File: config.mk
export PLATFORM = sky130hd
export DESIGN_NAME = stream_mux
export DESIGN_NICKNAME = d
export VERILOG_FILES = /design/src/rtl/cocoa_mux_pkg.sv /design/src/rtl/stream_mux_rr_arbiter.sv /design/src/rtl/stream_mux.sv
export SDC_FILE = /design/constraint.sdc
export NUM_CORES = 1
export LEC_CHECK = 0
export CAP_MARGIN = 0
export CORE_AREA = 5 5 96 106
export DETAILED_ROUTE_END_ITERATION = 6
export DIE_AREA = 0 0 101 111
export PLACE_DENSITY = 0.7
export SYNTH_ARGS = -nofsm -noshare
export SYNTH_HDL_FRONTEND = slang
export SYNTH_SLANG_ARGS = --single-unit
export TNS_END_PERCENT = 1
File: constraint.sdc
create_clock -name clk -period 3.3 [get_ports clk]
set_clock_uncertainty 0.15 [all_clocks]
set_input_delay 0.99 -clock clk [delete_from_list [all_inputs] [get_ports clk]]
set_output_delay 0.99 -clock clk [all_outputs]
set_load 0.02 [all_outputs]
File: src/rtl/cocoa_mux_pkg.sv
// Shared mux definitions: mode encodings and the select-width helper.
package cocoa_mux_pkg;

   localparam int MUX_MODE_SEL = 0;
   localparam int MUX_MODE_RR  = 1;

   // Width of a channel index; never below one bit.
   function automatic int sel_width(input int n);
      return (n <= 2) ? 1 : $clog2(n);
   endfunction

endpackage

File: src/rtl/stream_mux_rr_arbiter.sv
// Round-robin grant over req, searching upward from ptr with wrap; combinational grant.
// ptr moves past the granted channel only when advance (an input transfer) is high.
module rr_arbiter
   import cocoa_mux_pkg::*;
#(
   parameter int NUM_IN = 4
) (
   input  logic                             clk,
   input  logic                             rst,
   input  logic [NUM_IN-1:0]                req,
   input  logic                             advance,
   output logic [NUM_IN-1:0]                grant,
   output logic [sel_width(NUM_IN)-1:0]     grant_idx
);

   localparam int SW = sel_width(NUM_IN);

   logic [SW-1:0] ptr;
   logic          found;
   int            idx;

   always_comb begin
      grant     = '0;
      grant_idx = '0;
      found     = 1'b0;
      idx       = 0;
      for (int i = 0; i < NUM_IN; i++) begin
         idx = (int'(ptr) + i) % NUM_IN;
         if (!found && req[idx]) begin
            found      = 1'b1;
            grant[idx] = 1'b1;
            grant_idx  = SW'(idx);
         end
      end
   end

   always_ff @(posedge clk) begin
      if (rst) begin
         ptr <= '0;
      end else if (advance) begin
         ptr <= (grant_idx == SW'(NUM_IN - 1)) ? '0 : grant_idx + 1'b1;
      end
   end

endmodule

File: src/rtl/stream_mux.sv
// N:1 stream mux (sel-indexed or round-robin) into a single output register; 1-cycle latency.
// Accepts a new word only when the register is empty or being drained; full throughput.
module stream_mux
   import cocoa_mux_pkg::*;
#(
   parameter int WIDTH_DATA = 32,
   parameter int NUM_IN     = 4,
   parameter int MODE       = 0
) (
   input  logic                             clk,
   input  logic                             rst,
   input  logic [NUM_IN*WIDTH_DATA-1:0]     in_data,
   input  logic [NUM_IN-1:0]                in_valid,
   output logic [NUM_IN-1:0]                in_ready,
   input  logic [sel_width(NUM_IN)-1:0]     sel,
   output logic [WIDTH_DATA-1:0]            out_data,
   output logic                             out_valid,
   input  logic                             out_ready,
   output logic [sel_width(NUM_IN)-1:0]     out_src
);

   localparam int SEL_W = sel_width(NUM_IN);

   logic              load_en;
   logic              xfer;
   logic [NUM_IN-1:0] grant;
   logic [SEL_W-1:0]  grant_idx;

   assign load_en  = (!out_valid | out_ready) & !rst;
   assign in_ready = grant & {NUM_IN{load_en}};
   assign xfer     = |(in_valid & in_ready);

   generate
      if (MODE == MUX_MODE_RR) begin : g_rr
         rr_arbiter #(
            .NUM_IN    (NUM_IN)
         ) u_arb (
            .clk       (clk),
            .rst       (rst),
            .req       (in_valid),
            .advance   (xfer),
            .grant     (grant),
            .grant_idx (grant_idx)
         );
      end else begin : g_sel
         // Out-of-range selects fall back to channel 0.
         always_comb begin
            grant     = '0;
            grant_idx = '0;
            if (int'(sel) < NUM_IN) begin
               grant_idx = sel;
            end
            if (in_valid[grant_idx]) begin
               grant[grant_idx] = 1'b1;
            end
         end
      end
   endgenerate

   always_ff @(posedge clk) begin
      if (rst) begin
         out_valid <= 1'b0;
         out_data  <= '0;
         out_src   <= '0;
      end else if (xfer) begin
         out_valid <= 1'b1;
         out_data  <= in_data[int'(grant_idx)*WIDTH_DATA +: WIDTH_DATA];
         out_src   <= grant_idx;
      end else if (out_ready) begin
         out_valid <= 1'b0;
      end
   end

endmodule

==> results of run 1 <==
power breakdown:
group / total, mW / internal [mW] / switching, mW
logic: 0.505 / 0.299 / 0.205
registers: 0.464 / 0.451 / 0.0134
clock network: 0.300 / 0.148 / 0.152
cell usage in the layout (no fill, tap or decap), drive strengths merged:
cell type	instances
clkdlybuf4s50	164
inv	37
dfxtp	35
a21oi	35
nand4	34
a31o	34
mux4	33
buf	14
clkbuf	8
dlymetal6s2s	4
nor2	3
and4	2
dlygate4sd2	2
nand2b	1
clkinv	1
worst paths after layout:
| check | slack (ns) | cells after the start | end | start |
|---|---|---|---|---|
| worst min register to register | 0.40 | 3 | out_data[4] | out_data[4] |
| worst max-delay path | 0.03 | 4 | in_ready[1] | out_ready |
| worst min-delay path | 0.40 | 3 | out_data[4] | out_data[4] |
| worst max register to register | 1.67 | 4 | out_data[24] | out_valid |
critical path: stages:
cell             delay [ns]
clkdlybuf4s50_1        0.45
nand2b_2               0.16
and4_1                 0.20
dlygate4sd2_1          0.33
per-stage QoR:
stage               instances   util  setup TNS, ns
finish                    521  0.504              0
detailed placement        513  0.495          -1.44
global route              521  0.504              0
CTS                       521  0.503         -0.296
global placement          513  0.495          -1.39
floorplan                 249      -       -0.00485
logic make-up (layout without fill, tap and decap cells):
| family | count (synthesis) | in the layout | share of synthesized area |
|---|---|---|---|
| AND/OR/NAND/NOR | 40 | 40 | 0.0947 |
| flip-flops | 35 | 35 | 0.268 |
| buffers and inverters | 72 | 230 | 0.123 |
| multiplexers | 33 | 33 | 0.284 |
| AO/OA/AOI/OAI | 69 | 69 | 0.230 |
cell type report:
| class | count | area (um^2) |
|---|---|---|
| clock inverters | 1 | 5.00 |
| repair buffers | 185 | 1810 |
| well taps | 114 | 143 |
| inverters | 37 | 139 |
| fillers | 826 | 4400 |
| multi-input cells | 142 | 1590 |
| flip-flops and latches | 35 | 701 |
| clock buffers | 7 | 76.3 |
flip-flops by register name, indices dropped and copies added, names as in the netlist:
name       flops
out_data      32
out_src        2
out_valid      1
metal layers:
| layer | track usage | share of wire | up-vias |
|---|---|---|---|
| met5 | 0 | 0 | - |
| met4 | 0.0426 | 0.021 | 0 |
| li1 | - | - | 1264 |
| met3 | 0.0422 | 0.080 | 13 |
| met2 | 0.269 | 0.53 | 113 |
| met1 | 0.172 | 0.37 | 1282 |
repair_timing:
action                                 in CTS  in global routing
setup buffers                               0                  0
gates resized for setup                     8                  6
endpoints found under the hold margin       0                  0
setup endpoints to repair                   4                  2
pin swaps                                   1                  1
==> qor.txt, run 1 <==
Post-layout power -> 1.27 mW
CTS tree -> yes
Period minus WS final -> 3.27 ns
Vias/cell -> 5.13
Worst slew margin -> 0.532
Yosys top cell area share -> 0.284
VDD IR max -> 0.000139 V
IO Port Bufs -> 175
CTS Hold Bufs -> 0
Htree depth -> 2
Seq/Total Area, Yosys -> 0.268
Critical path data required time -> 2.16 ns
Clock Path Buffers -> 2
Top post-synthesis cells by count -> inv_1 (36), dfxtp_1 (35), a21oi_2 (34), a31o_1 (34), nand4_1 (34)
Gr usage total -> 0.151
Initial DRC count -> 76
Initial antenna violation count -> 0
Area leader, netlist -> mux4_2
Leak -> 1.52 nW
Die Width -> 101 um
Place WS -> -0.499 ns
Total congestion overflow -> 0
Min-Delay Path Class -> reg2reg
Syn_area_per_cell -> 10.5 um^2
Final hold viol count -> 0
Post-route DRC -> 0
Post-synth ARST share -> 0
Fin. max-slew vios -> 0
Global placement routability congestion -> 0.733
Final Net Count -> 543
Clk slew on worst S/H paths -> 0.07 ns
Syn_nets -> 386
Core area -> 0.00887 mm^2
Via count -> 2,672
Yosys warnings -> 0
TritonRoute pass-1 iters -> 4
First-pass GRT wire length -> 13,800 um
Most common cell in the netlist -> inv_1
PnR worst setup slack -> 0.0267 ns
Unrepaired setup endpoints after global routing -> false
WL per Instance -> 16.7 um
Least-Margin Pin Slew -> 0.702 ns
Post-Syn Area -> 0.00262 mm^2
Share of cells above drive strength 1 -> 0.221
DRT antenna net count -> 0
Leading cell types by total area after synthesis -> mux4_2 (28%), dfxtp_1 (27%), a21oi_2 (11%), a31o_1 (11%), nand4_1 (8.1%)
# rows -> 36
Num CTS Buffers -> 5
FMAX -> 306 MHz
Clk_lat worst skew -> 0.28 ns
Pin count of the biggest net entering global routing -> 69
Detailed Place HPWL -> 6450 um
Die area -> 0.0112 mm^2
Max_cap viols -> 0
Synthesized instance count -> 249
Kind of critical path -> in2out
Initial Util -> 0.295
Final setup viols -> 0
Pwr per Cell Area -> 284 mW/mm^2
Final worst path period share -> 0.992
Post-synth cell types -> 15
Placed inst area -> 0.00439 mm^2
Clk sinks -> 35
Die Y -> 111 um
Crit path max fanout -> 4
Post-synth top flop -> dfxtp_1
Status -> complete, no violations
Post-synth EDFFs -> 0
Post-synthesis register bit count -> 35
Worst setup SP type -> primary input
Area of all placed cells without fillers -> 0.00447 mm^2
CTS Root Cell -> clkbuf_8
Diodes inserted -> 0
Endpoint type of the worst setup path -> primary output
Post-Route WL -> 8700 um
Hold_ws -> 0.399 ns
Worst Path Arrival -> 2.13 ns
Top-level I/O count -> 176
Area growth syn-to-layout -> 70.9%
Vias in the first global route -> 2,833
Note: power is estimated with default switching activity, not from simulation.
==> inputs of run 2 (changes only) <==
--- a/config.mk
+++ b/config.mk
@@ -6,10 +6,11 @@
 export NUM_CORES = 1
 export LEC_CHECK = 0
 export CAP_MARGIN = 0
-export CORE_AREA = 5 5 96 106
+export CORE_AREA = 5 5 127 81
 export DETAILED_ROUTE_END_ITERATION = 6
-export DIE_AREA = 0 0 101 111
+export DIE_AREA = 0 0 132 86
 export PLACE_DENSITY = 0.7
+export SKIP_CTS_REPAIR_TIMING = 1
 export SYNTH_ARGS = -nofsm -noshare
 export SYNTH_HDL_FRONTEND = slang
 export SYNTH_SLANG_ARGS = --single-unit
==> run 2 against run 1 <==
- the flow now finishes with violations (setup timing)
- routed wire length shrank 0.21%
- register-to-register slack improved by 0.05 ns
- utilization grew 0.41 points
- sequential share of layout area fell by 0.26 points
- sequential power hardly changed
==> qor.txt, run 2 (synthesis results as in run 1) <==
Status -> finished, violations left
Violated checks -> setup timing
WL per Instance -> 16.5 um (-0.97%)
Min-Delay Path Class -> reg2reg
Area of the multi-input gates -> 0.00159 mm^2 (unchanged)
IO Port Bufs -> 175 (unchanged)
Largest register FFs -> 32 (unchanged)
Max_cap viols -> 0 (unchanged)
CTS Root Cell -> clkbuf_16
Hold depth -> 3 (unchanged)
Fin Setup TNS -> -0.314 ns (-0.314 ns)
Die Y -> 86 um (-23%)
CTS tree -> yes
Final setup viols -> 2 (+2)
Worst setup SP type -> primary input
Clock Path Buffers -> 2 (unchanged)
Worst Path Arrival -> 2.35 ns (+0.22 ns)
# rows -> 27 (-25%)
Total congestion overflow -> 0 (unchanged)
CP max stage delay -> 0.49 ns (+0.04 ns)
Vias/cell -> 5.01 (-2.3%)
Storage cell area -> 701 um^2 (unchanged)
Filler cells -> 817 (-1.1%)
Clk slew on worst S/H paths -> 0.05 ns (-0.02 ns)
Via count -> 2,631 (-1.5%)
Fin. max-slew vios -> 0 (unchanged)
Clk_lat worst skew -> 0.27 ns (about the same)
Kind of critical path -> in2out
Worst path depth -> 5 (+1)
Top flop regs -> out_data: 32 flops, out_src: 2 flops, out_valid: 1 flops
Slowest CP cell -> mux4_2
Num CTS Buffers -> 5 (unchanged)
R2R depth -> 4 (unchanged)
PnR worst setup slack -> -0.190 ns (-0.217 ns)
Initial DRC count -> 86 (+13%)
Initial antenna violation count -> 0 (unchanged)
FMAX -> 287 MHz (-6.2%)
Vias in the first global route -> 2,899 (+2.3%)
Die area -> 0.0114 mm^2 (+1.3%)
Core area -> 0.00895 mm^2 (+0.89%)
Die Width -> 132 um (+31%)
Leak -> 1.56 nW (+2.8%)
Pin count of the biggest net entering global routing -> 69 (unchanged)
Critical path data required time -> 2.16 ns (about the same)
Detailed Place HPWL -> 6740 um (+4.4%)
Hold_ws -> 0.394 ns (-0.00557 ns)
CP top delay family -> buffers and inverters
Most frequent cells in the layout -> clkdlybuf4s50_1 (168), inv_1 (36), dfxtp_1 (35)
Initial Util -> 0.292 (-0.00259)
Endpoint type of the worst setup path -> primary output
Final worst path period share -> 1.06 (+0.0657)
Largest register by flop count -> out_data
Final hold viol count -> 0 (unchanged)
Top-level I/O count -> 176 (unchanged)
Share of cells above drive strength 1 -> 0.222 (+0.00136)
VDD IR max -> 0.000178 V (+28%)
Clk sinks -> 35 (unchanged)
Htree depth -> 2 (unchanged)
Global placement routability congestion -> 0.719 (-1.9%)
WP buf/inv -> 2 (unchanged)
Pwr per Cell Area -> 312 mW/mm^2 (+9.7%)
Gr usage total -> 0.153 (+0.00286)
Unrepaired setup endpoints after global routing -> true
Commonest non-fill, non-tap cell in the layout -> clkdlybuf4s50_1
# placed instances -> 517 (+0.78%)
Post-Route WL -> 8680 um (-0.21%)
Crit path cell chain -> clkdlybuf4s50_1 -> mux4_2 -> nand4_1 -> nor2_1 -> dlymetal6s2s_1
Period minus WS final -> 3.49 ns (+0.217 ns)
Final Net Count -> 545 (+0.37%)
Post-route DRC -> 0 (unchanged)
Area growth syn-to-layout -> 73.8%
Finished Layout Cells -> 525 (+0.77%)
Worst slew margin -> 0.531 (-0.00101)
First-pass GRT wire length -> 14,300 um (+3.6%)
TritonRoute pass-1 iters -> 4 (unchanged)
Least-Margin Pin Slew -> 0.703 ns (+0.00151 ns)
Diodes inserted -> 0 (unchanged)
DRT antenna net count -> 0 (unchanged)
Crit path max fanout -> 3 (-1)
[run 2: area by class of cell]
cell class              instances  area share
clock buffers                   7      0.0292
clock inverters                 1     0.00110
inverters                      37      0.0306
multi-input cells             142       0.351
flip-flops and latches         35       0.154
well taps                     116      0.0319
repair buffers                187       0.402
[run 2: metal layers]
metal / track usage / vias to the layer above / share of wire
met5: 0 / - / 0
met4: 0.0196 / 0 / 0.0047
met3: 0.0698 / 5 / 0.11
met2: 0.268 / 112 / 0.47
met1: 0.179 / 1243 / 0.42
li1: - / 1271 / -
[run 2: metrics by stage]
| stage | worst slack, ns | cell area [um^2] | power [mW] | util |
|---|---|---|---|---|
| detailed placement | -0.545 | 4410 | 0.987 | 0.492 |
| global route | -0.265 | 4550 | 1.50 | 0.508 |
| global placement | -0.447 | 4410 | 0.978 | 0.492 |
| finish | -0.190 | 4550 | 1.42 | 0.508 |
| floorplan | -0.00242 | 2620 | 0.741 | - |
| CTS | -0.549 | 4540 | 1.44 | 0.507 |
[run 2: final timing paths]
check / startpoint / end / slack [ns]
worst max register to register: out_valid / out_data[2] / 1.72
worst min-delay path: out_src[0] / out_src[0] / 0.39
worst max-delay path: in_valid[0] / in_ready[2] / -0.19
worst min register to register: out_src[0] / out_src[0] / 0.39
[run 2: power by group]
part	internal, mW	switching (mW)	leakage, nW	total [mW]
combinational	0.302	0.205	1.21	0.507
clock	0.279	0.165	0.0679	0.444
sequential	0.452	0.0136	0.286	0.465
total	1.03	0.384	1.56	1.42
[run 2: worst reg2reg max path: stages, from the launching register on]
cell and delay (ns):
dfxtp_1 0.32, nand2b_2 0.09, buf_4 0.54, a31o_1 0.29
a21oi_2 0.06
